<file path="src/rtl/streaming_pcoeff_accumulator.sv">
// Per-batch accumulator of 2^connectCount terms with a two-entry (head + skid) result queue.
// Optional build macro PCOEFF_OVERFLOW_DETECT_EN adds outOverflow, which travels with each queued batch.
module streaming_pcoeff_accumulator #(
   parameter int ACC_WIDTH   = 48,
   parameter int COUNT_WIDTH = 32
) (
   input  logic                   clk,
   input  logic                   rst_n,
   input  logic                   resultValid,
   input  logic [5:0]             connectCount,
   input  logic                   isLastOfBatch,
   input  logic                   eccIn,
   output logic                   holdInput,
   output logic                   outValid,
   input  logic                   outReady,
   output logic [ACC_WIDTH-1:0]   outSum,
   output logic [COUNT_WIDTH-1:0] outBotCount,
   output logic                   outEccError,
`ifdef PCOEFF_OVERFLOW_DETECT_EN
   output logic                   outOverflow,
`endif
   output logic                   lostBatch
);

   typedef struct packed {
      logic [ACC_WIDTH-1:0]   sum;
      logic [COUNT_WIDTH-1:0] cnt;
      logic                   ecc;
`ifdef PCOEFF_OVERFLOW_DETECT_EN
      logic                   ovf;
`endif
   } entry_t;

   // Stage 1: registered inputs and the already-shifted term.
   logic                 w_in_range;
   logic [ACC_WIDTH-1:0] w_term;
   logic [ACC_WIDTH-1:0] r_s1_term;
   logic                 r_s1_valid;
   logic                 r_s1_last;
   logic                 r_s1_ecc;

   // Stage 2: running batch state.
   logic [ACC_WIDTH-1:0]   r_acc;
   logic [COUNT_WIDTH-1:0] r_cnt;
   logic                   r_ecc_acc;
   logic [ACC_WIDTH-1:0]   w_sum;
   logic [COUNT_WIDTH-1:0] w_cnt_next;
   logic                   w_ecc_next;

   // Output queue.
   entry_t w_push_entry;
   entry_t r_head;
   entry_t r_skid;
   logic   r_head_vld;
   logic   r_skid_vld;
   logic   r_hold;
   logic   r_lost;
   logic   w_push;
   logic   w_pop;

   assign w_in_range = int'(connectCount) < ACC_WIDTH;
   assign w_term     = (resultValid && w_in_range) ? (ACC_WIDTH'(1) << connectCount) : '0;

`ifdef PCOEFF_OVERFLOW_DETECT_EN
   logic r_s1_oor;
   logic r_ovf_acc;
   logic w_carry;
   logic w_ovf_next;

   assign {w_carry, w_sum} = {1'b0, r_acc} + {1'b0, r_s1_term};
   assign w_ovf_next       = r_ovf_acc | r_s1_oor | w_carry;

   always_ff @(posedge clk or negedge rst_n) begin
      if (!rst_n) begin
         r_s1_oor  <= 1'b0;
         r_ovf_acc <= 1'b0;
      end else begin
         r_s1_oor  <= resultValid && !w_in_range;
         r_ovf_acc <= r_s1_last ? 1'b0 : w_ovf_next;
      end
   end
`else
   assign w_sum = r_acc + r_s1_term;
`endif

   assign w_cnt_next = r_cnt + COUNT_WIDTH'(r_s1_valid);
   assign w_ecc_next = r_ecc_acc | r_s1_ecc;

   // NOTE: always_comb assigns every field a default first so no path can infer a latch.
   always_comb begin
      w_push_entry     = '0;
      w_push_entry.sum = w_sum;
      w_push_entry.cnt = w_cnt_next;
      w_push_entry.ecc = w_ecc_next;
`ifdef PCOEFF_OVERFLOW_DETECT_EN
      w_push_entry.ovf = w_ovf_next;
`endif
   end

   // NOTE: state registers use non-blocking assignments so every flop samples pre-edge values.
   always_ff @(posedge clk or negedge rst_n) begin
      if (!rst_n) begin
         r_s1_term  <= '0;
         r_s1_valid <= 1'b0;
         r_s1_last  <= 1'b0;
         r_s1_ecc   <= 1'b0;
         r_acc      <= '0;
         r_cnt      <= '0;
         r_ecc_acc  <= 1'b0;
      end else begin
         r_s1_term  <= w_term;
         r_s1_valid <= resultValid;
         r_s1_last  <= isLastOfBatch;
         r_s1_ecc   <= eccIn;
         // The batch that closes this cycle leaves clean state for a bot arriving right behind it.
         r_acc      <= r_s1_last ? '0 : w_sum;
         r_cnt      <= r_s1_last ? '0 : w_cnt_next;
         r_ecc_acc  <= r_s1_last ? 1'b0 : w_ecc_next;
      end
   end

   assign w_push = r_s1_last;
   assign w_pop  = r_head_vld && outReady;

   // NOTE: queue payload is reset along with the valid bits because it drives the outputs directly.
   always_ff @(posedge clk or negedge rst_n) begin
      if (!rst_n) begin
         r_head     <= '0;
         r_skid     <= '0;
         r_head_vld <= 1'b0;
         r_skid_vld <= 1'b0;
         r_hold     <= 1'b0;
         r_lost     <= 1'b0;
      end else begin
         r_hold <= r_skid_vld || (r_head_vld && !outReady);
         if (w_pop) begin
            if (r_skid_vld) begin
               r_head     <= r_skid;
               r_skid_vld <= w_push;
               if (w_push) r_skid <= w_push_entry;
            end else if (w_push) begin
               r_head <= w_push_entry;
            end else begin
               r_head_vld <= 1'b0;
            end
         end else if (w_push) begin
            if (!r_head_vld) begin
               r_head     <= w_push_entry;
               r_head_vld <= 1'b1;
            end else if (!r_skid_vld) begin
               r_skid     <= w_push_entry;
               r_skid_vld <= 1'b1;
            end else begin
               r_lost <= 1'b1;
            end
         end
      end
   end

   assign holdInput   = r_hold;
   assign outValid    = r_head_vld;
   assign outSum      = r_head.sum;
   assign outBotCount = r_head.cnt;
   assign outEccError = r_head.ecc;
   assign lostBatch   = r_lost;
`ifdef PCOEFF_OVERFLOW_DETECT_EN
   assign outOverflow = r_head.ovf;
`endif

endmodule

</file>
<file path="config.mk">
export PLATFORM = sky130hd
export DESIGN_NAME = streaming_pcoeff_accumulator
export DESIGN_NICKNAME = d
export VERILOG_FILES = /design/src/rtl/streaming_pcoeff_accumulator.sv
export SDC_FILE = /design/constraint.sdc
export NUM_CORES = 1
export LEC_CHECK = 0
export ABC_AREA = 1
export BUFFER_PORTS_ARGS = -buffer_cell sky130_fd_sc_hd__clkbuf_2
export CORE_AREA = 2 2 240 195
export CTS_BUF_LIST = sky130_fd_sc_hd__clkbuf_8
export DETAILED_ROUTE_END_ITERATION = 10
export DIE_AREA = 0 0 242 197
export PLACE_DENSITY = 0.57
export SETUP_SLACK_MARGIN = 0.1
export SYNTH_ARGS = -nofsm -noshare
export SYNTH_HDL_FRONTEND = slang
export SYNTH_SLANG_ARGS = --single-unit
</file>
<file path="constraint.sdc">
create_clock -name clk -period 3.15 [get_ports clk]
set_input_delay 0.7875 -clock clk [delete_from_list [all_inputs] [get_ports clk]]
set_output_delay 0.7875 -clock clk [all_outputs]
set_load 0.02 [all_outputs]
</file>
# == Word-level counts from Yosys, hierarchy flattened ==
# Index checks and enable logic that the tools add are counted.
# totals
inputBits,12
register_bits,298
wordCells,64
# op_classes
bitwise,2
muxes,22
n_lt_le_gt_ge,1
n_shift,1
eq_ne,6
addsub,2
reduce_logical,13
# ops
op,count
$mux W81,10
$mux W48,2
$add A48 B48 Y48,1
$shl A1 B6 Y48 const A,1
$add A32 B1 Y32,1
$mux W32,1
$mux W1,9
$ne A2 B2 Y1 const B,4
$lt A6 B6 Y1 const B,1
$reduce_and A3 Y1,2
$reduce_bool A2 Y1,3
$reduce_and A5 Y1,1
$ne A2 B1 Y1 const B,2
$reduce_and A4 Y1,1
$logic_and A1 B1 Y1,3
$reduce_and A2 Y1,1
$logic_not A1 Y1,1
$logic_or A1 B1 Y1,1
$not A1 Y1,1
$or A1 B1 Y1,1

# == Logic depth before layout (Yosys ltp) ==
# Gate-level depths: netlist of the first run.
# logic_depth
depth_word,5
ltp_mapped,16

# == Worst setup path after synthesis of the first run ==
# OpenSTA, ideal clock, no wires.
# synth_path
path_type,input -> register
startpoint,input outReady
endpoint,register r_skid[29] (netlist name)
slack_ps,961
stages,9
setup_time_ps,137
required_time_ps,3013
arrival_time_ps,2052
n_path_buf,2
path_cell_list,nand2_1 > inv_1 > ha_1 > nor3_1 > inv_2 > buf_2 > clkbuf_1 > nand2_1 > o21ai_0
# synth_via
elab_chain_cells,3
word_cells_on_any_way,7
# synth_rtl
item,line,text
start: declaration,15,"input logic outReady,"
$logic_and A1 B1 Y1 (*),123,assign w_pop = r_head_vld && outReady;
"$ne A2 B1 Y1 (no line), or another cell as far along",--,
$reduce_and A5 Y1 (no line),--,
end signal: assignment,140,if (w_push) r_skid <= w_push_entry;
end signal: assignment,151,r_skid <= w_push_entry;
end: declaration,53,entry_t r_skid;
# Mark *: on every way between the ends. The rest lies on a longest branch, timed or not.
# A chain may end at the register's enable or synchronous reset.

# == Worst setup path after layout of the first run ==
# layout_path
startpoint,register r_s1_term[5]
endpoint,register r_head (netlist bit outSum[33])
# layout_via
elab_chain_cells,4
word_cells_on_any_way,6
# layout_rtl
item,line,text
start: declaration,37,logic [ACC_WIDTH-1:0] r_s1_term;
start signal: assignment,111,r_s1_term <= w_term;
$add A48 B48 Y48 (*),83,assign w_sum = r_acc + r_s1_term;
$mux W81 (on tied branches),"147, 141",
$mux W81 (on tied branches),"146, 137",
$mux W81 (*),136,if (w_pop) begin
end signal: assignment,138,r_head <= r_skid;
end signal: assignment,142,r_head <= w_push_entry;
end signal: assignment,148,r_head <= w_push_entry;
end: declaration,52,entry_t r_head;
# Mark *: on every way between the ends. The rest lies on a longest branch, timed or not. The select of a mux whose other input is x is not followed.

==> out/metrics.csv, run 1 <==
metric;value;unit
Slew headroom;33.1;%
CTS Sinks;298;
post-synthesis sequential area ratio;46.2;%
root buf cell;clkbuf_8;
die area;47700;sq um
Pwr Total;9.75;mW
initial antenna violation count;1;
top-area cell type share of the netlist area;46.2;%
Worst Hold Margin;0.148;ns
reg-to-reg critical path startpoint;r_s1_term[5];
Switching Share;30.9;%
dpl cells;2878;
clock buffer depth;3;
Setup WS pre-CTS;0.604;ns
Vias;14200;
drt initial violations;1328;
status;complete, no violations;
Post-CTS Setup Bufs;0;
nets;2381;
dpl hpwl;37000;microns
static leakage power;9.69;nW
Crit path max-delay family;simple AND/OR/NAND/NOR gates;
DRC;0;
DR WL/cell;16.7;microns
remaining antenna violation count;0;
syn avg cell area;7.28;sq um
mapped cell area;16200;sq um
Syn Nets;2282;
combinational share of power;16.2;%
most common cell after layout, fill and taps aside;nand2_1;
drt total wl;49700;microns
share of cells above drive strength 1;10.7;%
cell count after synthesis;2219;
H-tree Lvls;2;
worst-case reg-to-reg path depth;12;
Power Internal;6.73;mW
Ant. Diodes;0;
clock latency on the worst-skew pair;0.62;ns
I/O pin total;96;
Starting Density;35.7;%
most frequent cells in the layout;nand2_1, inv_1, dfrtp_1;
Cell Pwr Density;528;nW/um^2
CP Buf/Inv Count;0;
chip width;242;microns
max cap viols;0;
R2R Path End;outSum[33];
Clock power frac;38.9;%
area occupied by multi-input gates;7240;sq um
row count;70;
Post-Route Utilization;40.9;%
CP max FO;4;
switching pwr;3.02;mW
worst setup path class;flip-flop to flip-flop;
register area;7460;sq um
most frequent cell on the critical path;nand2_1;
area added between synthesis and finish;14.4;%
sequential share of power;44.9;%
cts repair resizes;0;
fin crit period;2.63;ns
Worst Path Required;3.63;ns
max incr delay on CP;0.41;ns
Filler cells;4834;
setup_tns;0;ns
vias in the first global route;13700;
first-pass GRT wire length;79000;microns
drt first pass iters;5;
Worst VDD drop;326;uV
post-route cell area;18500;sq um
Hold Crit Class;input port to async pin;
startpoint types;flip-flop;
Crit. End Element;flip-flop;
YS warnings;0;
Max Fclk;380;MHz
Vert. Die Dim;197;microns
vias per cell;4.79;
Core ar.;45200;sq um
largest cells by area after synthesis;dfrtp_1, nand2_1, inv_1, nor2_1, ha_1;
smallest setup slack after layout;0.517;ns
Slew Limit Fails;0;
Slowest-stage cell, CP;dfrtp_1;
Worst-Margin Slew;1.00;ns
Setup-failing EPs final;0;
Reg2Reg Setup Slack;0.52;ns
PortBufs;95;
total gr overflow;0;
largest net degree at the start of global routing;89;
total CTS buffers;50;
library cells used by synthesis;38;
RePlAce Congestion;1.03;
period utilisation layout;83.6;%
# hold bufs at CTS;0;
area leader, netlist;dfrtp_1;
dpl cell area;17400;sq um
CTS clock-pin slew for the worst setup and hold paths;0.07;ns
final cell count without fillers;2969;
endpoints failing hold;0;
Tot GR Track Use;21.1;%
register bit count reported by yosys;298;
RSZ-0062 raised after global routing;false;
WP data arrival;3.11;ns
worst path cell trace;ha_1, nand2_1, nor2_1, nand3_1, nand3_1, nand2_1, nand2_1, nand2_1, nand3_1, nand3_1, nand2_1, nand2_1;
CTS tree;yes;
final clock skew;0.0311;ns
[logic make-up (layout without fill, tap and decap cells)]
family	count (synthesis)	in the layout	share of synthesized area [%]
AND/OR/NAND/NOR	1154	1154	29.2
buffers and inverters	387	525	9.06
flip-flops	298	298	46.2
AO/OA/AOI/OAI	292	292	9.56
adder cells (fa/ha/maj)	51	51	4.00
XOR/XNOR	37	37	2.05
[layer usage]
layer | share of wire [%] | vias up | GRT usage (%)
met2 | 39 | 379 | 29.3
met3 | 6.8 | 59 | 3.81
met1 | 53 | 6668 | 33.8
met4 | 1.6 | 0 | 4.44
met5 | 0 | - | 0
li1 | - | 7120 | -
[synthesized netlist by cell type, drive strengths merged]
cell    count
a21o        2
a21oi      85
o21a       13
inv       316
o21ai     176
a22oi       1
or2         1
nand2     716
fa          1
clkbuf     51
dfrtp     298
nand4      27
ha         50
and2        9
nand3      90
xnor2      15
clkinv      3
o211ai      3
a31oi       8
buf        17
nor4        6
xor2       22
nand3b      1
nor3       31
o21bai      4
nor2      273
[area by class of cell]
class	instances	area share (%)
well taps	612	4.14
flip-flops and latches	298	40.4
repair buffers	115	3.78
clock inverters	23	0.968
clock buffers	68	5.06
multi-input cells	1534	39.2
inverters	319	6.50
[flip-flops by register name (all words and copies together) (netlist names)]
name,cells
r_skid,81
outSum,48
r_acc,48
r_s1_term,48
outBotCount,32
r_cnt,32
holdInput,1
lostBatch,1
outEccError,1
outValid,1
r_ecc_acc,1
r_s1_ecc,1
r_s1_last,1
r_s1_valid,1
r_skid_vld,1
[how the worst max path moves through the flow]
stage / from / to / cells past startpoint
final: r_s1_term[5] / outSum[33] / 12
after CTS: r_s1_term[5] / outSum[33] / 12
after global routing: r_acc[0] / outSum[32] / 15
after detailed placement: outReady / r_skid[28] / 8
after floorplan: outReady / r_skid[29] / 9
after global placement: r_acc[21] / outSum[45] / 12
[power groups by stage]
| stage | Clock (mW) | Combinational (mW) | Sequential [mW] |
|---|---|---|---|
| after floorplan | 0 | 0.722 | 4.68 |
| final | 3.79 | 1.58 | 4.37 |
| after global placement | 0 | 1.59 | 4.44 |
| after CTS | 3.90 | 1.61 | 4.38 |
| after detailed placement | 0 | 1.61 | 4.44 |
| after global routing | 4.09 | 1.77 | 4.42 |
Note: power is estimated with default switching activity, not from simulation.
==> run 2: changes to the inputs <==
- clock period: 3.15 -> 2.5 ns (I/O delays scaled with it)
==> run 2 against run 1 <==
Effect of this change:
- first-iteration DRC count shrank 0.45%
- via count grew 1.7%
- combinational power grew 31%
- maximum frequency grew 13%
- sequential cell count is the same
- non-clock buffer count grew 28
- clock skew shrank 0.010 ns
==> out/metrics.csv, run 2 (synthesis gave the netlist of run 1 again) <==
metric;value;unit;change
met3 Usage GRT;5.07;%;+1.3 points
Post-Route Utilization;41.7;%;+0.80 points
Switching Share;31.7;%;+0.74 points
DR WL/cell;17.2;microns;+2.6%
DRC;0;;unchanged
drt total wl;51400;microns;+3.4%
area occupied by multi-input gates;7480;sq um;+3.3%
largest net degree at the start of global routing;89;;unchanged
most frequent cell on the critical path;nand2_1;;
Max Fclk;428;MHz;+13%
Vias;14500;;+1.7%
Starting Density;35.7;%;unchanged
most frequent cells in the layout;nand2_1, inv_1, dfrtp_1;;
worst-case reg-to-reg path depth;12;;unchanged
chip width;242;microns;unchanged
Vert. Die Dim;197;microns;unchanged
Filler cells;4794;;-0.83%
WP data arrival;2.82;ns;-0.29 ns
I/O pin total;96;;unchanged
Tot GR Track Use;21.5;%;+0.36 points
worst path cell trace;ha_1, nand2_1, nor2_1, nand2_1, nor2_1, nand2_1, nand3_1, nand2_1, nand3_1, nand3_1, nand2_1, nand2_1;;
setup_tns;0;ns;unchanged
area added between synthesis and finish;16.7;%;
Slew headroom;45.5;%;+12 points
CP max FO;4;;unchanged
die area;47700;sq um;unchanged
Hold Crit Class;input port to flip-flop;;
switching pwr;3.78;mW;+25%
H-tree Lvls;2;;unchanged
dpl cells;2905;;+0.94%
worst setup path class;flip-flop to flip-flop;;
worst hold start;isLastOfBatch;;
total gr overflow;0;;unchanged
Clock power frac;36.6;%;-2.3 points
final cell count without fillers;2991;;+0.74%
Hold Path Sink;r_s1_last;;
Worst Path Required;2.99;ns;-0.64 ns
Setup WS pre-CTS;0.0708;ns;-0.533 ns
Biggest register;r_skid;;
CTS tree;yes;;
most common cell after layout, fill and taps aside;nand2_1;;
endpoints failing hold;0;;unchanged
Reg2Reg Setup Slack;0.16;ns;-0.35 ns
combinational share of power;17.3;%;+1.1 points
sequential share of power;46.1;%;+1.2 points
met2 usage;30.3;%;+1.0 points
GR Layer Usage met1;32.9;%;-0.85 points
Worst Hold Depth;1;;
Core ar.;45200;sq um;unchanged
final clock skew;0.0210;ns;-0.0102 ns
static leakage power;9.81;nW;+1.2%
reg-to-reg critical path startpoint;r_acc[10];;
R2R Path End;outSum[39];;
smallest setup slack after layout;0.164;ns;-0.352 ns
max FFs per register;81;;unchanged
total CTS buffers;52;;+4.0%
vias in the first global route;13700;;-0.15%
max cap viols;0;;unchanged
Crit. End Element;flip-flop;;
register area;7460;sq um;unchanged
first-pass GRT wire length;79700;microns;+0.87%
global routing's busiest layer;met1;;
clock latency on the worst-skew pair;0.61;ns;about the same
dpl hpwl;37900;microns;+2.6%
initial antenna violation count;2;;+1
Worst-Margin Slew;0.817;ns;-0.186 ns
period utilisation layout;93.4;%;+9.8 points
fin crit period;2.34;ns;-0.298 ns
Slew Limit Fails;0;;unchanged
startpoint types;flip-flop;;
CTS clock-pin slew for the worst setup and hold paths;0.07;ns;about the same
root buf cell;clkbuf_8;;
vias per cell;4.84;;+0.96%
CTS Sinks;298;;unchanged
RePlAce Congestion;1.01;;-2.3%
Setup-failing EPs final;0;;unchanged
RSZ-0062 raised after global routing;true;;
Worst Hold Margin;0.131;ns;-0.0174 ns
nets;2411;;+1.3%
Worst VDD drop;512;uV;+57%
share of cells above drive strength 1;13.5;%;+2.8 points
Slowest-stage cell, CP;dfrtp_1;;
clock buffer depth;3;;unchanged
Power Internal;8.15;mW;+21%
drt initial violations;1322;;-0.45%
PortBufs;95;;unchanged
drt first pass iters;5;;unchanged
status;complete, no violations;;
max incr delay on CP;0.41;ns;about the same
row count;70;;unchanged
remaining antenna violation count;0;;unchanged
Cell Pwr Density;633;nW/um^2;+20%
[run 2: cell types whose count changed in the layout (fill, tap and decap cells not counted), sizes merged]
cell / before / now
dlygate4sd3: 0 / 1
clkinv: 18 / 7
diode: 0 / 1
inv: 321 / 334
clkbuf: 162 / 151
clkinvlp: 1 / 3
buf: 21 / 48
[run 2: per-layer routing]
layer | up-vias | part of all wire (%)
met5 | - | 0.035
met4 | 4 | 2.0
met3 | 74 | 7.4
met2 | 428 | 40
met1 | 6785 | 50
li1 | 7178 | -
[run 2: power groups by stage]
stage / registers (mW) / logic (mW) / clock network [mW]
after floorplan: 5.90 / 0.910 / 0
after global placement: 5.59 / 2.08 / 0
after detailed placement: 5.59 / 2.10 / 0
after CTS: 5.51 / 2.11 / 4.49
after global routing: 5.56 / 2.29 / 4.71
final: 5.51 / 2.07 / 4.36
[run 2: timing repair]
| action | CTS | global route |
|---|---|---|
| hold buffers | 1 | 0 |
| endpoints found under the hold margin | 30 | 0 |
| endpoints found under the setup margin | 5 | 85 |
| cloned | 0 | 0 |
| pin swaps | 0 | 1 |
| setup buffers | 0 | 0 |
| resized for setup | 4 | 62 |
[run 2: area by class of cell]
cell class / count / area share (%)
clock buffers: 57 / 4.16
well taps: 612 / 4.06
flip-flops and latches: 298 / 39.6
multi-input cells: 1534 / 39.7
repair buffers: 143 / 5.17
diodes: 1 / 0.0133
clock inverters: 27 / 0.923
inverters: 319 / 6.37
[run 2: how the worst max path moves through the flow]
stage | startpoint | end | slack (ns) | depth (start not counted)
6_report | r_acc[10] | outSum[39] | 0.16 | 12
5_1_grt | r_acc[10] | outSum[39] | 0.03 | 12
4_1_cts | r_acc[17] | outSum[45] | 0.10 | 13
3_5_place_dp | r_s1_term[15] | outSum[37] | 0.07 | 12
3_3_place_gp | r_acc[15] | outSum[45] | 0.04 | 13
2_1_floorplan | outReady | r_skid[29] | 0.47 | 9
[run 2: through the flow]
step / instance area [sq um] / power (mW)
after floorplan: 16200 / 6.81
after global placement: 17600 / 7.67
after detailed placement: 17600 / 7.69
after CTS: 18600 / 12.1
after global routing: 18800 / 12.6
final: 18800 / 11.9
[run 2: critical path: cells and delay by family, from the launching register on]
| family | cells | cell delay (ns) |
|---|---|---|
| AND/OR/NAND/NOR | 11 | 1.43 |
| flip-flops | 1 | 0.41 |
| adder cells (fa/ha/maj) | 1 | 0.36 |
==> run 3: changes to the inputs <==
- ABC_AREA: 1 -> default
- CORE_AREA: 2 2 240 195 -> 2 2 182 148
- DIE_AREA: 0 0 242 197 -> 0 0 184 150
- PLACE_DENSITY: 0.57 -> 0.78
- RECOVER_POWER: default -> 25
==> run 3 against run 2 <==
Effect of this change:
- the flow now finishes with violations (DRC, capacitance limit, slew limit, setup timing)
- utilization is 33 points higher
- power fell by 6.8%
- critical path depth increased by 5
- critical path type unchanged
- highest routed layer is now met4
==> out/metrics.csv, run 3 <==
metric;value;unit;change
top-area cell type share of the netlist area;53.4;%;+7.2 points
clock buffer depth;3;;unchanged
initial antenna violation count;0;;-2
drt first pass iters;11;;+6
Setup-failing EPs final;113;;+113
smallest setup slack after layout;-0.687;ns;-0.852 ns
register bit count reported by yosys;298;;unchanged
share of cells above drive strength 1;33.4;%;+20 points
highest metal used;met4;;
Max Fclk;314;MHz;-27%
RSZ-0062 raised after global routing;true;;
area leader, netlist;dfrtp_1;;
largest net degree at the start of global routing;87;;-2.2%
Slew Limit Fails;74;;+74
post-synthesis xor/xnor area fraction;4.76;%;+2.7 points
Slew headroom;-48.3;%;-94 points
ys flop type;dfrtp_1;;
Vert. Die Dim;150;microns;-24%
adder-cell area share of the yosys netlist;4.62;%;+0.62 points
Post-synth EDFFs;0;;unchanged
clock latency on the worst-skew pair;0.58;ns;-0.03 ns
setup_tns;-39.62;ns;-39.62 ns
total CTS buffers;48;;-7.7%
post-route cell area;19200;sq um;+1.9%
Worst VDD drop;430;uV;-16%
DRT met1 WL;18100;microns;-30%
max FFs per register;81;;unchanged
# hold bufs at CTS;0;;-1
CTS Sinks;298;;unchanged
static leakage power;9.10;nW;-7.3%
library cells used by synthesis;62;;+63%
Vias;13000;;-10%
Crit path max-delay family;compound AO/OA/AOI/OAI gates;;
startpoint types;flip-flop;;
WP data arrival;3.63;ns;+0.81 ns
Reg2Reg Setup Slack;-0.69;ns;-0.85 ns
simple-gate portion of the synthesized area;16.2;%;-13 points
drt total wl;45900;microns;-11%
root buf cell;clkbuf_8;;
CP Buf/Inv Count;6;;+6
first-pass GRT wire length;63900;microns;-20%
max incr delay on CP;0.35;ns;-0.06 ns
largest family of logic cells by synthesized area;compound AO/OA/AOI/OAI gates;;
cell count after synthesis;1484;;-33%
endpoints failing hold;0;;unchanged
CTS clock-pin slew for the worst setup and hold paths;0.06;ns;about the same
final clock skew;0.0245;ns;+0.00355 ns
failing checks;DRC, capacitance limit, slew limit, setup timing;;
Cell Pwr Density;579;nW/um^2;-8.5%
Syn Nets;1547;;-32%
syn avg cell area;9.42;sq um;+29%
total gr overflow;0;;unchanged
remaining antenna violation count;0;;unchanged
Setup WS pre-CTS;-0.566;ns;-0.637 ns
Worst-Margin Slew;2.23;ns;+1.41 ns
DRC;1;;+1
Worst Hold Margin;0.152;ns;+0.0214 ns
Post-Route Utilization;74.2;%;+33 points
Synth Area in Compound Gates;17.8;%;+8.3 points
dpl cells;2014;;-31%
vias per cell;6.03;;+25%
chip width;184;microns;-24%
mux share of post-synthesis cell area;0.546;%;+0.55 points
routed wl met2;21200;microns;+2.6%
period utilisation layout;127;%;+34 points
Ant. Diodes;0;;-1
worst path cell trace;ha_2, inv_2, fa_2, nor2b_2, o31a_1, buf_4, o31a_1, o21ai_2, buf_4, buf_6, buf_6, a21oi_4, buf_6, xnor2_4, nor2_1, a21oi_1, o21ai_1;;
Slowest-stage cell, CP;dfrtp_1;;
Power Internal;7.85;mW;-3.7%
Switching Share;29.4;%;-2.3 points
max cap viols;1;;+1
most frequent cell on the critical path;buf_6;;
YS warnings;0;;unchanged
most frequent cells in the layout;dfrtp_1, nor2_1, nand2_1;;
mapped cell area;14000;sq um;-13%
Starting Density;54.0;%;+18 points
Biggest register;r_skid;;
most frequent cell after synthesis;dfrtp_1;;
Worst Path Required;2.94;ns;-0.05 ns
sequential share of power;47.0;%;+0.9 points
I/O pin total;96;;unchanged
dpl cell area;16200;sq um;-7.9%
row count;53;;-24%
met3 wire length;3860;microns;+1.5%
DR WL/cell;21.3;microns;+24%
Hold Crit Class;input port to flip-flop;;
die area;27600;sq um;-42%
area added between synthesis and finish;37.4;%;
CTS tree;yes;;
Pwr Total;11.1;mW;-6.8%
fin crit period;3.19;ns;+0.852 ns
drt initial violations;1264;;-4.4%
Synth async-reset ratio;100;%;unchanged
Tot GR Track Use;29.4;%;+7.9 points
most common cell after layout, fill and taps aside;dfrtp_1;;
switching pwr;3.28;mW;-13%
status;finished with violations;;
post-synthesis sequential area ratio;53.4;%;+7.2 points
PortBufs;95;;unchanged
CP max FO;2;;-2
H-tree Lvls;2;;unchanged
dpl hpwl;25000;microns;-34%
Crit. End Element;flip-flop;;
largest cells by area after synthesis;dfrtp_1, o21ai_0, nor2_1, nand2_1, ha_1;;
Core ar.;25900;sq um;-43%
RePlAce Congestion;0.936;;-7.2%
worst setup path class;flip-flop to flip-flop;;
combinational share of power;14.2;%;-3.1 points
vias in the first global route;12400;;-9.5%
commonest cells in the netlist;dfrtp_1, nor2_1, nand2_1;;
Clock power frac;38.9;%;+2.3 points
final cell count without fillers;2159;;-28%
nets;1858;;-23%
-- run 3: cell types whose count changed after synthesis, sizes merged, moves of 16 or more --
cell    change
nand2     -519
inv       -295
nor2       -59
nand3      -57
a21oi      +33
a21o       +30
xor2       +23
nor3       -19
clkbuf     +18
nand4      -16
xnor2      +16
-- run 3: path summary, 6_finish.rpt --
path	end	cells after the start	start
max in group asynchronous	outBotCount[27]	2	rst_n
setup reg to reg	outSum[22]	17	r_s1_term[0]
hold reg to reg	outBotCount[3]	2	outBotCount[3]
hold / removal	r_s1_last	1	isLastOfBatch
min in group asynchronous	r_skid[51]	1	rst_n
setup / recovery	outSum[22]	17	r_s1_term[0]
-- run 3: kinds of logic after synthesis --
group           after synthesis
compound gates              423
xor+xnor                     76
fa+ha+maj                    51
buf+inv                     100
flops                       298
mux                           7
simple gates                529
-- run 3: cell type report --
class / count / area (sq um)
clock buffer: 62 / 853
timing repair buffer: 340 / 2600
fill: 1603 / 6660
sequential: 298 / 7460
tap: 330 / 413
inverter: 21 / 78.8
multi-input combinational: 1086 / 7670
clock inverter: 22 / 129
-- run 3: metal layers --
layer / up-vias / track usage [%]
met1: 6297 / 39.5
met3: 220 / 6.33
met5: - / 0
met4: 0 / 12.5
met2: 774 / 46.5
li1: 5738 / -
-- run 3: power groups by stage --
stage               registers [mW]  clock network, mW  logic, mW
global route                  5.24               4.60       1.70
detailed placement            5.30                  0       1.47
floorplan                     5.44                  0      0.657
CTS                           5.21               4.32       1.51
global placement              5.29                  0       1.44
finish                        5.22               4.33       1.58
-- run 3: what timing repair did --
item | CTS | global route
resized for setup | 197 | 144
pin swaps | 98 | 91
setup endpoints to repair | 116 | 146
setup buffers | 34 | 41
